`src/rtl/key_pkg.sv`:
```
// Shared types and elaboration-time helpers for the key press detector.
package key_pkg;

  typedef enum logic [2:0] {
    ST_IDLE       = 3'd0,
    ST_DB_PRESS   = 3'd1,
    ST_PRESSED    = 3'd2,
    ST_LONG       = 3'd3,
    ST_DB_RELEASE = 3'd4
  } key_state_e;

  // Clock cycles per millisecond, never below one.
  function automatic int ms_divisor(input int sys_freq);
    return (sys_freq / 1000 < 1) ? 1 : sys_freq / 1000;
  endfunction

  // Bits needed to hold 0..max_val, at least one.
  function automatic int cnt_width(input int max_val);
    return (max_val < 1) ? 1 : $clog2(max_val + 1);
  endfunction

endpackage

```
`src/rtl/key_debounce_ch.sv`:
```
// One key channel: two-flop synchronizer, debounce/hold FSM, registered pulses.
module key_debounce_ch
  import key_pkg::*;
#(
  parameter int DEBOUNCE_MS = 20,
  parameter int LONG_MS     = 1000
) (
  input  logic       i_Sys_clk,
  input  logic       i_Rst,
  input  logic       i_key,
  input  logic       i_ms_tick,
  output logic       o_key_level,
  output logic       o_press_pulse,
  output logic       o_release_pulse,
  output logic       o_short_pulse,
  output logic       o_long_pulse,
  output key_state_e o_state
);

  localparam int DB_W   = cnt_width(DEBOUNCE_MS - 1);
  localparam int HOLD_W = cnt_width(LONG_MS - 1);
  localparam logic [DB_W-1:0]   DB_LAST   = DB_W'(DEBOUNCE_MS - 1);
  localparam logic [HOLD_W-1:0] HOLD_LAST = HOLD_W'(LONG_MS - 1);

  logic [1:0]        r_sync;
  key_state_e        r_state;
  logic [DB_W-1:0]   r_db_cnt;
  logic [HOLD_W-1:0] r_hold_cnt;
  logic              r_was_long;
  logic              r_key_level;
  logic              r_press_pulse;
  logic              r_release_pulse;
  logic              r_short_pulse;
  logic              r_long_pulse;
  logic              w_pressed;

  // Synchronizer resets to 1 so a reset looks like a released key.
  always_ff @(posedge i_Sys_clk or posedge i_Rst) begin
    if (i_Rst) r_sync <= 2'b11;
    else       r_sync <= {r_sync[0], i_key};
  end

  assign w_pressed = ~r_sync[1];

  // A level change always wins over a same-cycle tick, so a bounce never counts.
  always_ff @(posedge i_Sys_clk or posedge i_Rst) begin
    if (i_Rst) begin
      r_state         <= ST_IDLE;
      r_db_cnt        <= '0;
      r_hold_cnt      <= '0;
      r_was_long      <= 1'b0;
      r_key_level     <= 1'b0;
      r_press_pulse   <= 1'b0;
      r_release_pulse <= 1'b0;
      r_short_pulse   <= 1'b0;
      r_long_pulse    <= 1'b0;
    end else begin
      r_press_pulse   <= 1'b0;
      r_release_pulse <= 1'b0;
      r_short_pulse   <= 1'b0;
      r_long_pulse    <= 1'b0;
      case (r_state)
        ST_IDLE: begin
          if (w_pressed) begin
            r_state  <= ST_DB_PRESS;
            r_db_cnt <= '0;
          end
        end
        ST_DB_PRESS: begin
          if (!w_pressed) begin
            r_state <= ST_IDLE;
          end else if (i_ms_tick) begin
            if (r_db_cnt == DB_LAST) begin
              r_state       <= ST_PRESSED;
              r_press_pulse <= 1'b1;
              r_hold_cnt    <= '0;
              r_key_level   <= 1'b1;
            end else begin
              r_db_cnt <= r_db_cnt + DB_W'(1);
            end
          end
        end
        ST_PRESSED: begin
          if (!w_pressed) begin
            r_state    <= ST_DB_RELEASE;
            r_was_long <= 1'b0;
            r_db_cnt   <= '0;
          end else if (i_ms_tick) begin
            if (r_hold_cnt == HOLD_LAST) begin
              r_state      <= ST_LONG;
              r_long_pulse <= 1'b1;
            end else begin
              r_hold_cnt <= r_hold_cnt + HOLD_W'(1);
            end
          end
        end
        ST_LONG: begin
          if (!w_pressed) begin
            r_state    <= ST_DB_RELEASE;
            r_was_long <= 1'b1;
            r_db_cnt   <= '0;
          end
        end
        ST_DB_RELEASE: begin
          if (w_pressed) begin
            r_state <= r_was_long ? ST_LONG : ST_PRESSED;
          end else if (i_ms_tick) begin
            if (r_db_cnt == DB_LAST) begin
              r_state         <= ST_IDLE;
              r_release_pulse <= 1'b1;
              r_short_pulse   <= ~r_was_long;
              r_key_level     <= 1'b0;
            end else begin
              r_db_cnt <= r_db_cnt + DB_W'(1);
            end
          end
        end
        default: r_state <= ST_IDLE;
      endcase
    end
  end

  assign o_key_level     = r_key_level;
  assign o_press_pulse   = r_press_pulse;
  assign o_release_pulse = r_release_pulse;
  assign o_short_pulse   = r_short_pulse;
  assign o_long_pulse    = r_long_pulse;
  assign o_state         = r_state;

endmodule

```
`src/rtl/key_press_detect.sv`:
```
// Multi-key press detector: shared millisecond prescaler feeding KEY_NUM channels.
module key_press_detect
  import key_pkg::*;
#(
  parameter int KEY_NUM     = 4,
  parameter int STS_FREQ    = 125_000_000,
  parameter int DEBOUNCE_MS = 20,
  parameter int LONG_MS     = 1000
) (
  input  logic                 i_Sys_clk,
  input  logic                 i_Rst,
  input  logic [KEY_NUM-1:0]   i_key,
  output logic [KEY_NUM-1:0]   o_key_level,
  output logic [KEY_NUM-1:0]   o_press_pulse,
  output logic [KEY_NUM-1:0]   o_release_pulse,
  output logic [KEY_NUM-1:0]   o_short_pulse,
  output logic [KEY_NUM-1:0]   o_long_pulse,
  output logic [KEY_NUM*3-1:0] o_dbg_state
);

  localparam int MS_DIV = ms_divisor(STS_FREQ);
  localparam int PS_W   = cnt_width(MS_DIV - 1);
  localparam logic [PS_W-1:0] PS_LAST = PS_W'(MS_DIV - 1);

  logic [PS_W-1:0] r_presc;
  logic            w_ms_tick;

  assign w_ms_tick = (r_presc == PS_LAST);

  always_ff @(posedge i_Sys_clk or posedge i_Rst) begin
    if (i_Rst)          r_presc <= '0;
    else if (w_ms_tick) r_presc <= '0;
    else                r_presc <= r_presc + PS_W'(1);
  end

  for (genvar g = 0; g < KEY_NUM; g++) begin : g_ch
    key_state_e w_state;

    key_debounce_ch #(
      .DEBOUNCE_MS (DEBOUNCE_MS),
      .LONG_MS     (LONG_MS)
    ) u_ch (
      .i_Sys_clk       (i_Sys_clk),
      .i_Rst           (i_Rst),
      .i_key           (i_key[g]),
      .i_ms_tick       (w_ms_tick),
      .o_key_level     (o_key_level[g]),
      .o_press_pulse   (o_press_pulse[g]),
      .o_release_pulse (o_release_pulse[g]),
      .o_short_pulse   (o_short_pulse[g]),
      .o_long_pulse    (o_long_pulse[g]),
      .o_state         (w_state)
    );

    assign o_dbg_state[g*3 +: 3] = w_state;
  end

endmodule
```
`config.mk`:
```
export PLATFORM = sky130hd
export DESIGN_NAME = key_press_detect
export DESIGN_NICKNAME = d
export VERILOG_FILES = /design/src/rtl/key_pkg.sv /design/src/rtl/key_debounce_ch.sv /design/src/rtl/key_press_detect.sv
export SDC_FILE = /design/constraint.sdc
export NUM_CORES = 1
export LEC_CHECK = 0
export ABC_AREA = 1
export ABC_CLOCK_PERIOD_IN_PS = 4000
export BUFFER_PORTS_ARGS = -buffer_cell sky130_fd_sc_hd__buf_2
export CAP_MARGIN = 20
export CORE_MARGIN = 2
export CORE_UTILIZATION = 30
export DETAILED_ROUTE_END_ITERATION = 6
export SLEW_MARGIN = 20
export SYNTH_ARGS = -nofsm -noshare
export SYNTH_HDL_FRONTEND = slang
export SYNTH_HIERARCHICAL = 1
export SYNTH_SLANG_ARGS = --single-unit
```
`constraint.sdc`:
```
create_clock -name i_Sys_clk -period 4 [get_ports i_Sys_clk]
set_input_delay 0.8 -clock i_Sys_clk [delete_from_list [all_inputs] [get_ports i_Sys_clk]]
set_output_delay 0.8 -clock i_Sys_clk [all_outputs]
set_load 0.1 [all_outputs]
```
Word-level counts from Yosys, hierarchy flattened --
Index checks and enable logic that the tools add are counted.
Operators by class: add/subtract/negate cells 9, multiply operators 0, divide/modulo/power cells 0, order comparisons 0, equality and inequality tests 101, shift operators 0, mux-type cells 205, bitwise gates (word level) 4, reductions and logical operators 44
Operator list (number):
- $mux 10 | 24
- $mux 3 | 44
- $mux 5 | 24
- $mux 1 | 92
- $pmux 10 s2 | 4
- $pmux 5 s4 | 4
- $pmux 3 s5 | 4
- $reduce_and 7->1 | 8
- $ne 2x1->1 const B | 27
- $ne 2x2->1 const B | 25
- $add 10x1->10 const B | 4
- $eq 10x10->1 const B | 4
- $reduce_and 8->1 | 4
- $ne 3x1->1 const B | 10
- $eq 3x2->1 const B | 8
- $reduce_bool 2->1 | 12
- $ne 3x2->1 const B | 7
- $ne 3x3->1 const B | 7
- $add 5x1->5 const B | 4
- $eq 5x5->1 const B | 4
- $reduce_and 5->1 | 4
- $add 17x1->17 const B | 1
- $eq 17x17->1 const B | 1
- $mux 17 | 1
- 8 further kinds | 36
Word-level totals: flip-flop bits (word level) 121, latch bits 0, RAM bits 0, bits in read-only memories 0, input port bits 6, output and inout port bits 32, word-level logic and storage cells 404, memories kept 0

Longest topological paths before layout --
Gate-level depths: netlist (run 1).
depth after elaboration 5, depth in mapped cells 15, mapped depth without buffers 15

Cells and area by module --
Netlist (run 1), hierarchy kept.
Modules (own cells, without submodules):
- key_debounce_ch | instances 4, cells an instance 208, area an instance 1535.2 µm², sequential area each 653.1 µm²
- key_press_detect | instances 1, cells an instance 135, area an instance 992.2 µm², sequential area each 425.4 µm²

Worst setup path after synthesis (run 1) --
Ideal clock, no wire load.
kind reg2reg, start point reg g_ch[0].u_ch.r_state[1], end point reg g_ch[0].u_ch.r_hold_cnt[1], setup time 0.118 ns, arrival 1.880 ns, data required time 3.882 ns, setup slack 2.002 ns, cell stages (with the launch flop) 11, buffers on the path 1, period minus slack after synthesis 1.998 ns, cells stage by stage dfrtp_1 inv_2 nor2_4 nand3_2 clkinv_1 nand2_1 nand2_2 nand2_4 buf_6 nand2_1 o21ai_2
Between the ends: cells in the longest elaborated chain, start to end 3, elaborated cells on any way between the ends 11, those cells by class 8 x eq/ne; 1 x mux; 2 x reduce/logical
Ends and longest elaborated chain:
- start: declaration | line key_debounce_ch.sv:26 | key_state_e r_state;
- start signal: assignment | line key_debounce_ch.sv:106 | r_state <= r_was_long ? ST_LONG : ST_PRESSED;
- $eq 3x2->1 or $eq 3x1->1 (tied branches) | line key_debounce_ch.sv:62 | case (r_state)
- $ne 2x1->1 (no line), or another cell as far along
- $reduce_and 7->1 (no line)
- end signal: assignment | line key_debounce_ch.sv:93 | r_hold_cnt <= r_hold_cnt + HOLD_W'(1);
- end: declaration | line key_debounce_ch.sv:28 | logic [HOLD_W-1:0] r_hold_cnt;
Parallel ways exist; a longest one is shown, timed or not. A chain may end at the register's enable or synchronous reset.

Final worst setup path (run 1) --
start point reg r_presc[0], end point reg g_ch[3].u_ch.r_state[0]
Between the ends: cells in the longest elaborated chain, start to end 3, elaborated cells on any way between the ends 5, those cells by class 4 x eq/ne; 1 x reduce/logical
Ends and longest elaborated chain:
- start: declaration | line key_press_detect.sv:25 | logic [PS_W-1:0] r_presc;
- start signal: assignment | line key_press_detect.sv:33 | else r_presc <= r_presc + PS_W'(1);
- $eq 17x17->1 (*) | line key_press_detect.sv:28 | assign w_ms_tick = (r_presc == PS_LAST);
- named net w_ms_tick | line key_press_detect.sv:26 | logic w_ms_tick;
- $ne 3x3->1 (no line) or $ne 3x2->1 (tied branches)
- $reduce_and 8->1 (no line) (*)
- end signal: assignment | line key_debounce_ch.sv:106
- end: declaration | line key_debounce_ch.sv:26
Mark *: on every way through the listed nets, which the timed path passes. The rest lies on a longest branch.

==> results of run 1 <==
-- placed cells by master, fill, tap and decap left out --
cell type                      n
sky130_fd_sc_hd__clkinvlp_4    5
sky130_fd_sc_hd__nor3_4        4
sky130_fd_sc_hd__clkbuf_8      3
sky130_fd_sc_hd__o21ai_0       8
sky130_fd_sc_hd__o21ai_1       9
sky130_fd_sc_hd__o21bai_1      6
sky130_fd_sc_hd__inv_1        84
sky130_fd_sc_hd__nand2_2      15
sky130_fd_sc_hd__mux2_2        4
sky130_fd_sc_hd__o21ai_2       4
sky130_fd_sc_hd__xnor2_1      10
sky130_fd_sc_hd__buf_2        37
sky130_fd_sc_hd__nand4_1      32
sky130_fd_sc_hd__a21oi_1      10
sky130_fd_sc_hd__or2_1         1
sky130_fd_sc_hd__buf_8         2
sky130_fd_sc_hd__or3b_1        4
sky130_fd_sc_hd__dfrtp_1     113
sky130_fd_sc_hd__nand3b_1      4
sky130_fd_sc_hd__nor2_2       16
sky130_fd_sc_hd__o2111ai_1     4
sky130_fd_sc_hd__ha_1          9
sky130_fd_sc_hd__nor2_1      121
sky130_fd_sc_hd__nand3_2      11
sky130_fd_sc_hd__a31oi_1       4
sky130_fd_sc_hd__nand3_1      81
sky130_fd_sc_hd__dfstp_2       8
sky130_fd_sc_hd__clkbuf_16    18
sky130_fd_sc_hd__inv_2        26
sky130_fd_sc_hd__nor2_4        6
sky130_fd_sc_hd__o22ai_1       4
sky130_fd_sc_hd__nand2_1     319
sky130_fd_sc_hd__nand2_4       5
sky130_fd_sc_hd__clkinv_1      8
sky130_fd_sc_hd__bufinv_16     3
sky130_fd_sc_hd__clkinv_2      4
sky130_fd_sc_hd__nor3_1        9
sky130_fd_sc_hd__xor2_1       20
-- state kept, by name, summed over array words and instances, names as in the netlist --
| register | cells |
|---|---|
| g_ch.u_ch/o_state | 12 |
| g_ch.u_ch/o_short_pulse | 4 |
| g_ch.u_ch/r_hold_cnt | 40 |
| g_ch.u_ch/r_was_long | 4 |
| g_ch.u_ch/o_key_level | 4 |
| g_ch.u_ch/o_press_pulse | 4 |
| r_presc | 17 |
| g_ch.u_ch/r_sync | 8 |
| g_ch.u_ch/r_db_cnt | 20 |
| g_ch.u_ch/o_long_pulse | 4 |
| g_ch.u_ch/o_release_pulse | 4 |
-- area by class of cell --
| class | instances | area [sq um] |
|---|---|---|
| Clock buffer | 20 | 467 |
| Multi-Input combinational cell | 720 | 3590 |
| Inverter | 118 | 443 |
| Clock inverter | 12 | 148 |
| Tap cell | 319 | 399 |
| Timing Repair Buffer | 40 | 240 |
| Fill cell | 2466 | 15100 |
| Sequential cell | 121 | 3040 |
-- cell families (layout without fill, tap and decap cells) --
logic type / count (synthesis) / count (layout) / share of synthesized area, %
xor gates and xnor gates: 30 / 30 / 3.68
adders and majority gates: 9 / 9 / 1.58
AOI/OAI and AO/OA: 49 / 49 / 4.21
muxes: 4 / 4 / 0.631
and+or+nand+nor: 628 / 628 / 40.2
buffers and inverters: 126 / 190 / 7.12
DFF: 121 / 121 / 42.6
-- power by group --
group / leakage [nW] / internal (mW) / switching (mW) / total (mW)
registers: 1.62 / 1.35 / 0.166 / 1.51
clock network: 0.290 / 1.02 / 0.555 / 1.58
logic: 2.22 / 0.389 / 1.16 / 1.55
total: 4.13 / 2.76 / 1.89 / 4.64
-- final timing paths --
path	startpoint	endpoint	slack [ns]	depth (start not counted)
worst max-delay path	r_presc[0]	g_ch[3].u_ch/o_state[0]	1.66	14
worst min-delay path	g_ch[2].u_ch/r_sync[0]	g_ch[2].u_ch/r_sync[1]	0.35	0
worst max register to register	r_presc[0]	g_ch[3].u_ch/o_state[0]	1.66	14
worst min register to register	g_ch[2].u_ch/r_sync[0]	g_ch[2].u_ch/r_sync[1]	0.35	0
max in group asynchronous	i_Rst	g_ch[2].u_ch/r_hold_cnt[3]	3.00	2
min in group asynchronous	i_Rst	g_ch[0].u_ch/r_hold_cnt[6]	0.38	2
-- metal layers --
metal	global-route usage [%]	vias up	share of wire, %
met3	3.01	13	3.1
met5	0	-	0
met1	17.3	2790	51
met2	20.3	86	44
met4	4.33	0	1.6
li1	-	3176	-
-- per-stage QoR --
step	hold slack [ns]	area [sq um]	utilization, %	worst slack, ns	cells
3_5_place_dp	0.347	7650	32.7	1.65	1315
4_1_cts	0.356	8270	35.3	1.66	1347
3_3_place_gp	0.346	7650	32.7	1.76	1315
6_report	0.355	8320	35.6	1.66	1350
5_1_grt	0.362	8320	35.6	1.36	1350
2_1_floorplan	0.345	7130	-	2.00	967
-- worst register-to-register path: stages (launching register included) --
cell                      delay, ns
sky130_fd_sc_hd__dfrtp_1       0.40
sky130_fd_sc_hd__ha_1          0.23
sky130_fd_sc_hd__nand2_1       0.08
sky130_fd_sc_hd__inv_2         0.07
sky130_fd_sc_hd__nand2_1       0.06
sky130_fd_sc_hd__nor2_2        0.14
sky130_fd_sc_hd__nand2_4       0.09
sky130_fd_sc_hd__inv_2         0.30
sky130_fd_sc_hd__nand3_1       0.28
sky130_fd_sc_hd__nand2_1       0.17
sky130_fd_sc_hd__nand2_1       0.06
sky130_fd_sc_hd__nor2_1        0.15
sky130_fd_sc_hd__nand2_1       0.09
sky130_fd_sc_hd__nand2_1       0.06
sky130_fd_sc_hd__nand2_1       0.05
==> report_table.html, run 1 <==
<table>
<tr><th>Metric</th><th>Value</th></tr>
<tr><th colspan="2">CTS</th></tr>
<tr><td>Post CTS Setup Buffer Count</td><td>0</td></tr>
<tr><td>Post_cts resized</td><td>0</td></tr>
<tr><td>Root buffer cell</td><td>sky130_fd_sc_hd__clkbuf_16</td></tr>
<tr><td>Hold buffer count at cts</td><td>0</td></tr>
<tr><td>Clock sink count</td><td>121</td></tr>
<tr><td>Clock-pin slew of the registers on the worst-case setup and hold paths</td><td>approximately 0.05 ns</td></tr>
<tr><td>TritonCTS clock tree</td><td>done</td></tr>
<tr><td>TritonCTS Buffers</td><td>17</td></tr>
<tr><td>Worst-Skew Late Latency</td><td>0.41 ns</td></tr>
<tr><td>Number of levels the H-tree was split into</td><td>4</td></tr>
<tr><td>CTS Buffer Depth</td><td>2</td></tr>
<tr><th colspan="2">Worst setup path</th></tr>
<tr><td>Highest cell delay on the worst timing path</td><td>about 0.40 ns</td></tr>
<tr><td>Most Frequent Cell on Critical Path</td><td>sky130_fd_sc_hd__nand2_1</td></tr>
<tr><td>Kind of start point of the critical path</td><td>flop</td></tr>
<tr><td>Worst-path cell chain</td><td>ha_1, nand2_1, inv_2, nand2_1, nor2_2, nand2_4, inv_2, nand3_1, nand2_1, nand2_1, nor2_1, nand2_1, nand2_1, nand2_1</td></tr>
<tr><td>Crit. End Element</td><td>flop</td></tr>
<tr><td>Crit Path Category</td><td>reg -&gt; reg</td></tr>
<tr><td>Data arrival, critical path</td><td>2.64 ns</td></tr>
<tr><td>Number of buffers and inverters on the critical path</td><td>2</td></tr>
<tr><td>Required @ worst endpoint</td><td>4.30 ns</td></tr>
<tr><td>Largest fanout on the critical path</td><td>15</td></tr>
<tr><td>Slowest stage cell, crit path</td><td>sky130_fd_sc_hd__dfrtp_1</td></tr>
<tr><td>Gate family responsible for the most delay along the worst path</td><td>simple AND/OR/NAND/NOR gates</td></tr>
<tr><th colspan="2">Synth</th></tr>
<tr><td>Post-Syn Area</td><td>between 7000 and 8000 sq um</td></tr>
<tr><td>Top cells by instance count after synthesis</td><td>sky130_fd_sc_hd__nand2_1, sky130_fd_sc_hd__nor2_1, sky130_fd_sc_hd__dfrtp_1, sky130_fd_sc_hd__inv_1, sky130_fd_sc_hd__nand3_1</td></tr>
<tr><td>Area leader, netlist</td><td>sky130_fd_sc_hd__dfrtp_1</td></tr>
<tr><td>Top-count cell post-synth</td><td>sky130_fd_sc_hd__nand2_1</td></tr>
<tr><td>Count of yosys warnings during synthesis</td><td>6</td></tr>
<tr><td>Number of synthesized register bits</td><td>between 100 and 150</td></tr>
<tr><td>Gate count after technology mapping</td><td>just under 1,000</td></tr>
<tr><td>Avg Inst Size Synth</td><td>roughly 7.4 sq um</td></tr>
<tr><td>Async SR Flop Fraction</td><td>100%</td></tr>
<tr><td>Dominant register cell in the synthesized netlist</td><td>sky130_fd_sc_hd__dfrtp_1</td></tr>
<tr><td>Proportion of synthesized chip area in sequential cells</td><td>roughly 43%</td></tr>
<tr><td>Post-synthesis cell type count</td><td>33</td></tr>
<tr><td>Share of the synthesized area in the top cell type</td><td>around two fifths</td></tr>
<tr><td>EDFF count, synth</td><td>0</td></tr>
<tr><td>Net count after synthesis</td><td>about 1,000</td></tr>
<tr><td>Biggest area contributors in the synthesized netlist</td><td>sky130_fd_sc_hd__dfrtp_1, sky130_fd_sc_hd__nand2_1, sky130_fd_sc_hd__nor2_1</td></tr>
<tr><th colspan="2">Floorplan</th></tr>
<tr><td>Core outline area</td><td>~23,000 sq um</td></tr>
<tr><td>Initial cell density of the core</td><td>around 30%</td></tr>
<tr><td>Top-level port count</td><td>38</td></tr>
<tr><td>Width of the die</td><td>158 um</td></tr>
<tr><td>Standard-cell row count</td><td>56</td></tr>
<tr><td>Total die area</td><td>25,000 sq um</td></tr>
<tr><td>Die height</td><td>roughly 160 um</td></tr>
<tr><th colspan="2">Timing</th></tr>
<tr><td>Rel. slew slack</td><td>between 30% and 40%</td></tr>
<tr><td>Final-report setup violation count</td><td>0</td></tr>
<tr><td>Time the final worst path needs with I/O delays and setup</td><td>2.34 ns</td></tr>
<tr><td>Fin Setup TNS</td><td>0 ns</td></tr>
<tr><td>Measured slew at the worst slew-check pin</td><td>about 0.94 ns</td></tr>
<tr><td>Final Hold Viols</td><td>0</td></tr>
<tr><td>Max Clock Freq</td><td>about 0.43 GHz</td></tr>
<tr><td>Final period util</td><td>about three fifths</td></tr>
<tr><td>Final worst clock skew</td><td>approximately 0.01 ns</td></tr>
<tr><td>Number of max-slew violations in the final report</td><td>0</td></tr>
<tr><td>RSZ-0062 raised after global routing</td><td>no</td></tr>
<tr><th colspan="2">Place</th></tr>
<tr><td>Port bufs</td><td>37</td></tr>
<tr><td>Detail Placement HPWL</td><td>about 10,000 um</td></tr>
<tr><td>Global placer's final weighted congestion</td><td>about 0.8</td></tr>
<tr><th colspan="2">Drt</th></tr>
<tr><td>Via count</td><td>6,065</td></tr>
<tr><td>Routed via count divided by cell count</td><td>between 4 and 5</td></tr>
<tr><td>Average routed wire per standard cell</td><td>about 11 um</td></tr>
<tr><td>Number of routed nets with antenna violations</td><td>0</td></tr>
<tr><td>Pre-Repair DR Iteration Count</td><td>4</td></tr>
<tr><td>Post-detailed-routing wire length</td><td>about 15,000 um</td></tr>
<tr><td>Iter 0 DRT Violations</td><td>roughly 330</td></tr>
<tr><td>Post-route DRC</td><td>0</td></tr>
<tr><th colspan="2">Power and ir drop</th></tr>
<tr><td>Pwr Density</td><td>around 560 nW/um^2</td></tr>
<tr><td>Pleak</td><td>slightly above 4 nW</td></tr>
<tr><td>Total power after layout</td><td>about 4.6 mW</td></tr>
<tr><td>Maximum VDD drop</td><td>366 uV</td></tr>
<tr><th colspan="2">Global routing</th></tr>
<tr><td>First-pass GRT wire length</td><td>26,500 um</td></tr>
<tr><td>Global Route Usage Sum</td><td>approximately 13%</td></tr>
<tr><td>Antenna violations before repair</td><td>0</td></tr>
<tr><td>Total overflow reported by the global router</td><td>0</td></tr>
<tr><td>Maximum number of pins on one net before global-route repair</td><td>27</td></tr>
<tr><td>Via count of the first global-routing pass</td><td>between 5,000 and 6,000</td></tr>
<tr><th colspan="2">Finish</th></tr>
<tr><td>Antenna fix cells</td><td>0</td></tr>
<tr><td>Layout cell share with drive strength beyond 1</td><td>16.6%</td></tr>
<tr><td>Growth of design area from synthesis to finish</td><td>16.7%</td></tr>
<tr><td>Final layout net count</td><td>~1,000</td></tr>
<tr><th colspan="2">Run status</th></tr>
<tr><td>Run status</td><td>finished, final reports clean</td></tr>
<tr><th colspan="2">Hold path</th></tr>
<tr><td>Worst hold-check path type</td><td>reg -&gt; reg</td></tr>
<tr><th colspan="2">Flow run</th></tr>
<tr><td>Number of max-cap violations</td><td>0</td></tr>
</table>
Note: power is estimated with default switching activity, not from simulation.
==> run 2: changes to the inputs <==
--- a/config.mk
+++ b/config.mk
@@ -6,7 +6,7 @@
 export NUM_CORES = 1
 export LEC_CHECK = 0
 export ABC_AREA = 1
-export ABC_CLOCK_PERIOD_IN_PS = 4000
+export ABC_CLOCK_PERIOD_IN_PS = 2000
 export BUFFER_PORTS_ARGS = -buffer_cell sky130_fd_sc_hd__buf_2
 export CAP_MARGIN = 20
 export CORE_MARGIN = 2
==> constraint.sdc (replaced) <==
create_clock -name i_Sys_clk -period 2 [get_ports i_Sys_clk]
set_input_delay 0.4 -clock i_Sys_clk [delete_from_list [all_inputs] [get_ports i_Sys_clk]]
set_output_delay 0.4 -clock i_Sys_clk [all_outputs]
set_load 0.1 [all_outputs]
==> report_table.html, run 2 (same netlist as run 1, synthesis figures left out) <==
<table>
<tr><th>Metric</th><th>Value</th></tr>
<tr><th colspan="2">Timing</th></tr>
<tr><td>Max Clock Freq</td><td>0.540 GHz</td></tr>
<tr><td>Final Hold Viols</td><td>0</td></tr>
<tr><td>Final worst-path setup slack</td><td>0.149 ns</td></tr>
<tr><td>RSZ-0062 raised after global routing</td><td>no</td></tr>
<tr><td>Time the final worst path needs with I/O delays and setup</td><td>1.85 ns</td></tr>
<tr><td>Final worst clock skew</td><td>around 0.010 ns</td></tr>
<tr><td>Fin Setup TNS</td><td>0 ns</td></tr>
<tr><td>Final-report setup violation count</td><td>0</td></tr>
<tr><td>Rel. slew slack</td><td>between 50% and 60%</td></tr>
<tr><td>Measured slew at the worst slew-check pin</td><td>~0.65 ns</td></tr>
<tr><td>Final period util</td><td>92.6%</td></tr>
<tr><td>Worst hold slack</td><td>0.0507 ns</td></tr>
<tr><td>Number of max-slew violations in the final report</td><td>0</td></tr>
<tr><th colspan="2">Global routing</th></tr>
<tr><td>First-pass GRT wire length</td><td>between 20,000 and 30,000 um</td></tr>
<tr><td>Global routing met3 resource utilization</td><td>3.48%</td></tr>
<tr><td>GRT Max-Usage Layer</td><td>met2</td></tr>
<tr><td>Fraction of met1 tracks used by global routing</td><td>between 15 and 20%</td></tr>
<tr><td>Total overflow reported by the global router</td><td>0</td></tr>
<tr><td>Antenna violations before repair</td><td>0</td></tr>
<tr><td>Met2 Use GR</td><td>~21%</td></tr>
<tr><td>Maximum number of pins on one net before global-route repair</td><td>27</td></tr>
<tr><td>Via count of the first global-routing pass</td><td>approximately 5,800</td></tr>
<tr><td>Global Route Usage Sum</td><td>12.7%</td></tr>
<tr><th colspan="2">Finish</th></tr>
<tr><td>Layout cell share with drive strength beyond 1</td><td>18.1%</td></tr>
<tr><td>Final layout net count</td><td>approximately 1,000</td></tr>
<tr><td>Largest regs</td><td>g_ch.u_ch/r_hold_cnt: 40 flops, g_ch.u_ch/r_db_cnt: 20 flops, r_presc: 17 flops</td></tr>
<tr><td>Antenna fix cells</td><td>0</td></tr>
<tr><td>Most flops, register</td><td>g_ch.u_ch/r_hold_cnt</td></tr>
<tr><td>Largest register FFs</td><td>40</td></tr>
<tr><td>Most used cells in the layout excluding fill and tap cells</td><td>sky130_fd_sc_hd__nand2_1, sky130_fd_sc_hd__nor2_1, sky130_fd_sc_hd__dfrtp_1</td></tr>
<tr><td>Commonest non-fill, non-tap cell in the layout</td><td>sky130_fd_sc_hd__nand2_1</td></tr>
<tr><td>Count of filler cells inserted in the layout</td><td>2,464</td></tr>
<tr><td>Finished layout cell area</td><td>~8400 sq um</td></tr>
<tr><td>Growth of design area from synthesis to finish</td><td>18.2%</td></tr>
<tr><th colspan="2">Floorplan</th></tr>
<tr><td>Core outline area</td><td>23,400 sq um</td></tr>
<tr><td>Width of the die</td><td>between 150 and 200 um</td></tr>
<tr><td>Total die area</td><td>between 20,000 and 30,000 sq um</td></tr>
<tr><td>Standard-cell row count</td><td>between 50 and 60</td></tr>
<tr><td>Top-level port count</td><td>38</td></tr>
<tr><td>Die height</td><td>158 um</td></tr>
<tr><td>Initial cell density of the core</td><td>30.5%</td></tr>
<tr><th colspan="2">CTS</th></tr>
<tr><td>Clock-pin slew of the registers on the worst-case setup and hold paths</td><td>~0.060 ns</td></tr>
<tr><td>Clock sink count</td><td>approximately 120</td></tr>
<tr><td>Root buffer cell</td><td>sky130_fd_sc_hd__clkbuf_16</td></tr>
<tr><td>Worst-Skew Late Latency</td><td>0.42 ns</td></tr>
<tr><td>CTS Buffer Depth</td><td>2</td></tr>
<tr><td>TritonCTS Buffers</td><td>17</td></tr>
<tr><td>Post CTS Setup Buffer Count</td><td>0</td></tr>
<tr><td>TritonCTS clock tree</td><td>done</td></tr>
<tr><td>Number of levels the H-tree was split into</td><td>4</td></tr>
<tr><th colspan="2">Place</th></tr>
<tr><td>Post-Place Worst Slack</td><td>a little under 0.008 ns</td></tr>
<tr><td>Detail Placement HPWL</td><td>10,800 um</td></tr>
<tr><td>Port bufs</td><td>37</td></tr>
<tr><td>Global placer's final weighted congestion</td><td>0.801</td></tr>
<tr><td>Placed instance area</td><td>~7800 sq um</td></tr>
<tr><th colspan="2">Run status</th></tr>
<tr><td>Run status</td><td>finished, final reports clean</td></tr>
<tr><th colspan="2">Worst setup path</th></tr>
<tr><td>Slowest stage cell, crit path</td><td>sky130_fd_sc_hd__dfrtp_1</td></tr>
<tr><td>Data arrival, critical path</td><td>roughly 1.5 ns</td></tr>
<tr><td>Critical Path Stages</td><td>1</td></tr>
<tr><td>Worst r2r path cells</td><td>15</td></tr>
<tr><td>Crit Path Category</td><td>reg -&gt; out</td></tr>
<tr><td>Required @ worst endpoint</td><td>around 1.6 ns</td></tr>
<tr><td>Crit Reg-Reg Startpoint</td><td>r_presc[0]</td></tr>
<tr><td>Kind of start point of the critical path</td><td>flop</td></tr>
<tr><td>Crit. End Element</td><td>output pin</td></tr>
<tr><td>Highest cell delay on the worst timing path</td><td>between 0.5 and 0.6 ns</td></tr>
<tr><td>Gate family responsible for the most delay along the worst path</td><td>flip-flops</td></tr>
<tr><td>Worst-path cell chain</td><td>buf_2</td></tr>
<tr><td>Largest fanout on the critical path</td><td>6</td></tr>
<tr><td>Number of buffers and inverters on the critical path</td><td>1</td></tr>
<tr><td>Worst setup path startpoint</td><td>g_ch[0].u_ch/o_state[2]</td></tr>
<tr><th colspan="2">Power and ir drop</th></tr>
<tr><td>Pwr Density</td><td>approximately 1100 nW/um^2</td></tr>
<tr><td>Pleak</td><td>4.20 nW</td></tr>
<tr><td>Maximum VDD drop</td><td>803 uV</td></tr>
<tr><th colspan="2">Drt</th></tr>
<tr><td>Routed via count divided by cell count</td><td>~4.5</td></tr>
<tr><td>Pre-Repair DR Iteration Count</td><td>6</td></tr>
<tr><td>Post-detailed-routing wire length</td><td>around 15,000 um</td></tr>
<tr><td>Via count</td><td>between 6,000 and 7,000</td></tr>
<tr><td>Average routed wire per standard cell</td><td>approximately 11 um</td></tr>
<tr><td>Post-route DRC</td><td>0</td></tr>
<tr><td>Number of routed nets with antenna violations</td><td>0</td></tr>
<tr><td>Iter 0 DRT Violations</td><td>237</td></tr>
<tr><th colspan="2">Hold path</th></tr>
<tr><td>Worst hold-check path type</td><td>in -&gt; async</td></tr>
<tr><th colspan="2">Flow run</th></tr>
<tr><td>Number of max-cap violations</td><td>0</td></tr>
</table>
==> run 2: changes by cell type in the layout (fill, tap and decap cells not counted), sizes merged <==
cell | previous run | this run
clkinv | 12 | 11
bufinv | 3 | 2
clkinvlp | 5 | 3
clkbuf | 21 | 20
inv | 110 | 114
buf | 39 | 56
==> run 2: cell type report <==
cell class	count	area (sq um)	share of cell area [%]
clock inverters	12	125	1.48
repair buffers	56	340	4.04
clock buffers	20	457	5.41
multi-input cells	720	3610	42.8
well taps	319	399	4.73
inverters	118	463	5.49
flip-flops and latches	121	3040	36.0
==> run 2: power by group <==
| part | total, mW | internal [mW] | switching [mW] |
|---|---|---|---|
| registers | 3.02 | 2.69 | 0.332 |
| clock network | 3.02 | 1.89 | 1.13 |
| logic | 3.16 | 0.787 | 2.37 |
| total | 9.20 | 5.37 | 3.83 |
==> run 2: final timing paths <==
path                            slack, ns                          to
worst min-delay path                 0.05  g_ch[1].u_ch/r_hold_cnt[0]
worst max register to register       0.23  g_ch[2].u_ch/r_hold_cnt[9]
max in group asynchronous            1.41      g_ch[1].u_ch/r_sync[1]
min in group i_Sys_clk               0.08      g_ch[3].u_ch/r_sync[0]
worst max-delay path                 0.15              o_dbg_state[2]
worst min register to register       0.35      g_ch[2].u_ch/r_sync[1]
==> run 2: what timing repair did <==
action                     CTS  global route
hold buffers                 0             0
setup endpoints to repair    4            44
hold endpoints to repair     0             0
gates resized for setup      1            12
pin swaps                    0             1
cloned                       0             0
==> run 2: per-layer routing <==
layer  routed length (um)  up-vias  share of wire (%)
li1                     -     3224                  -
met4                  132        0               0.89
met1                 7200     2820                 49
met2                 7030       69                 48
met3                  442        8                3.0
met5                    0        -                  0
==> run 2: through the flow <==
step                      util (%)  instances  total power, mW
after floorplan                  -        967             5.56
after global placement        33.4       1334             6.16
after detailed placement      33.4       1334             6.17
after CTS                     35.9       1366             9.25
after global routing          36.0       1366             9.81
final                         36.0       1366             9.20
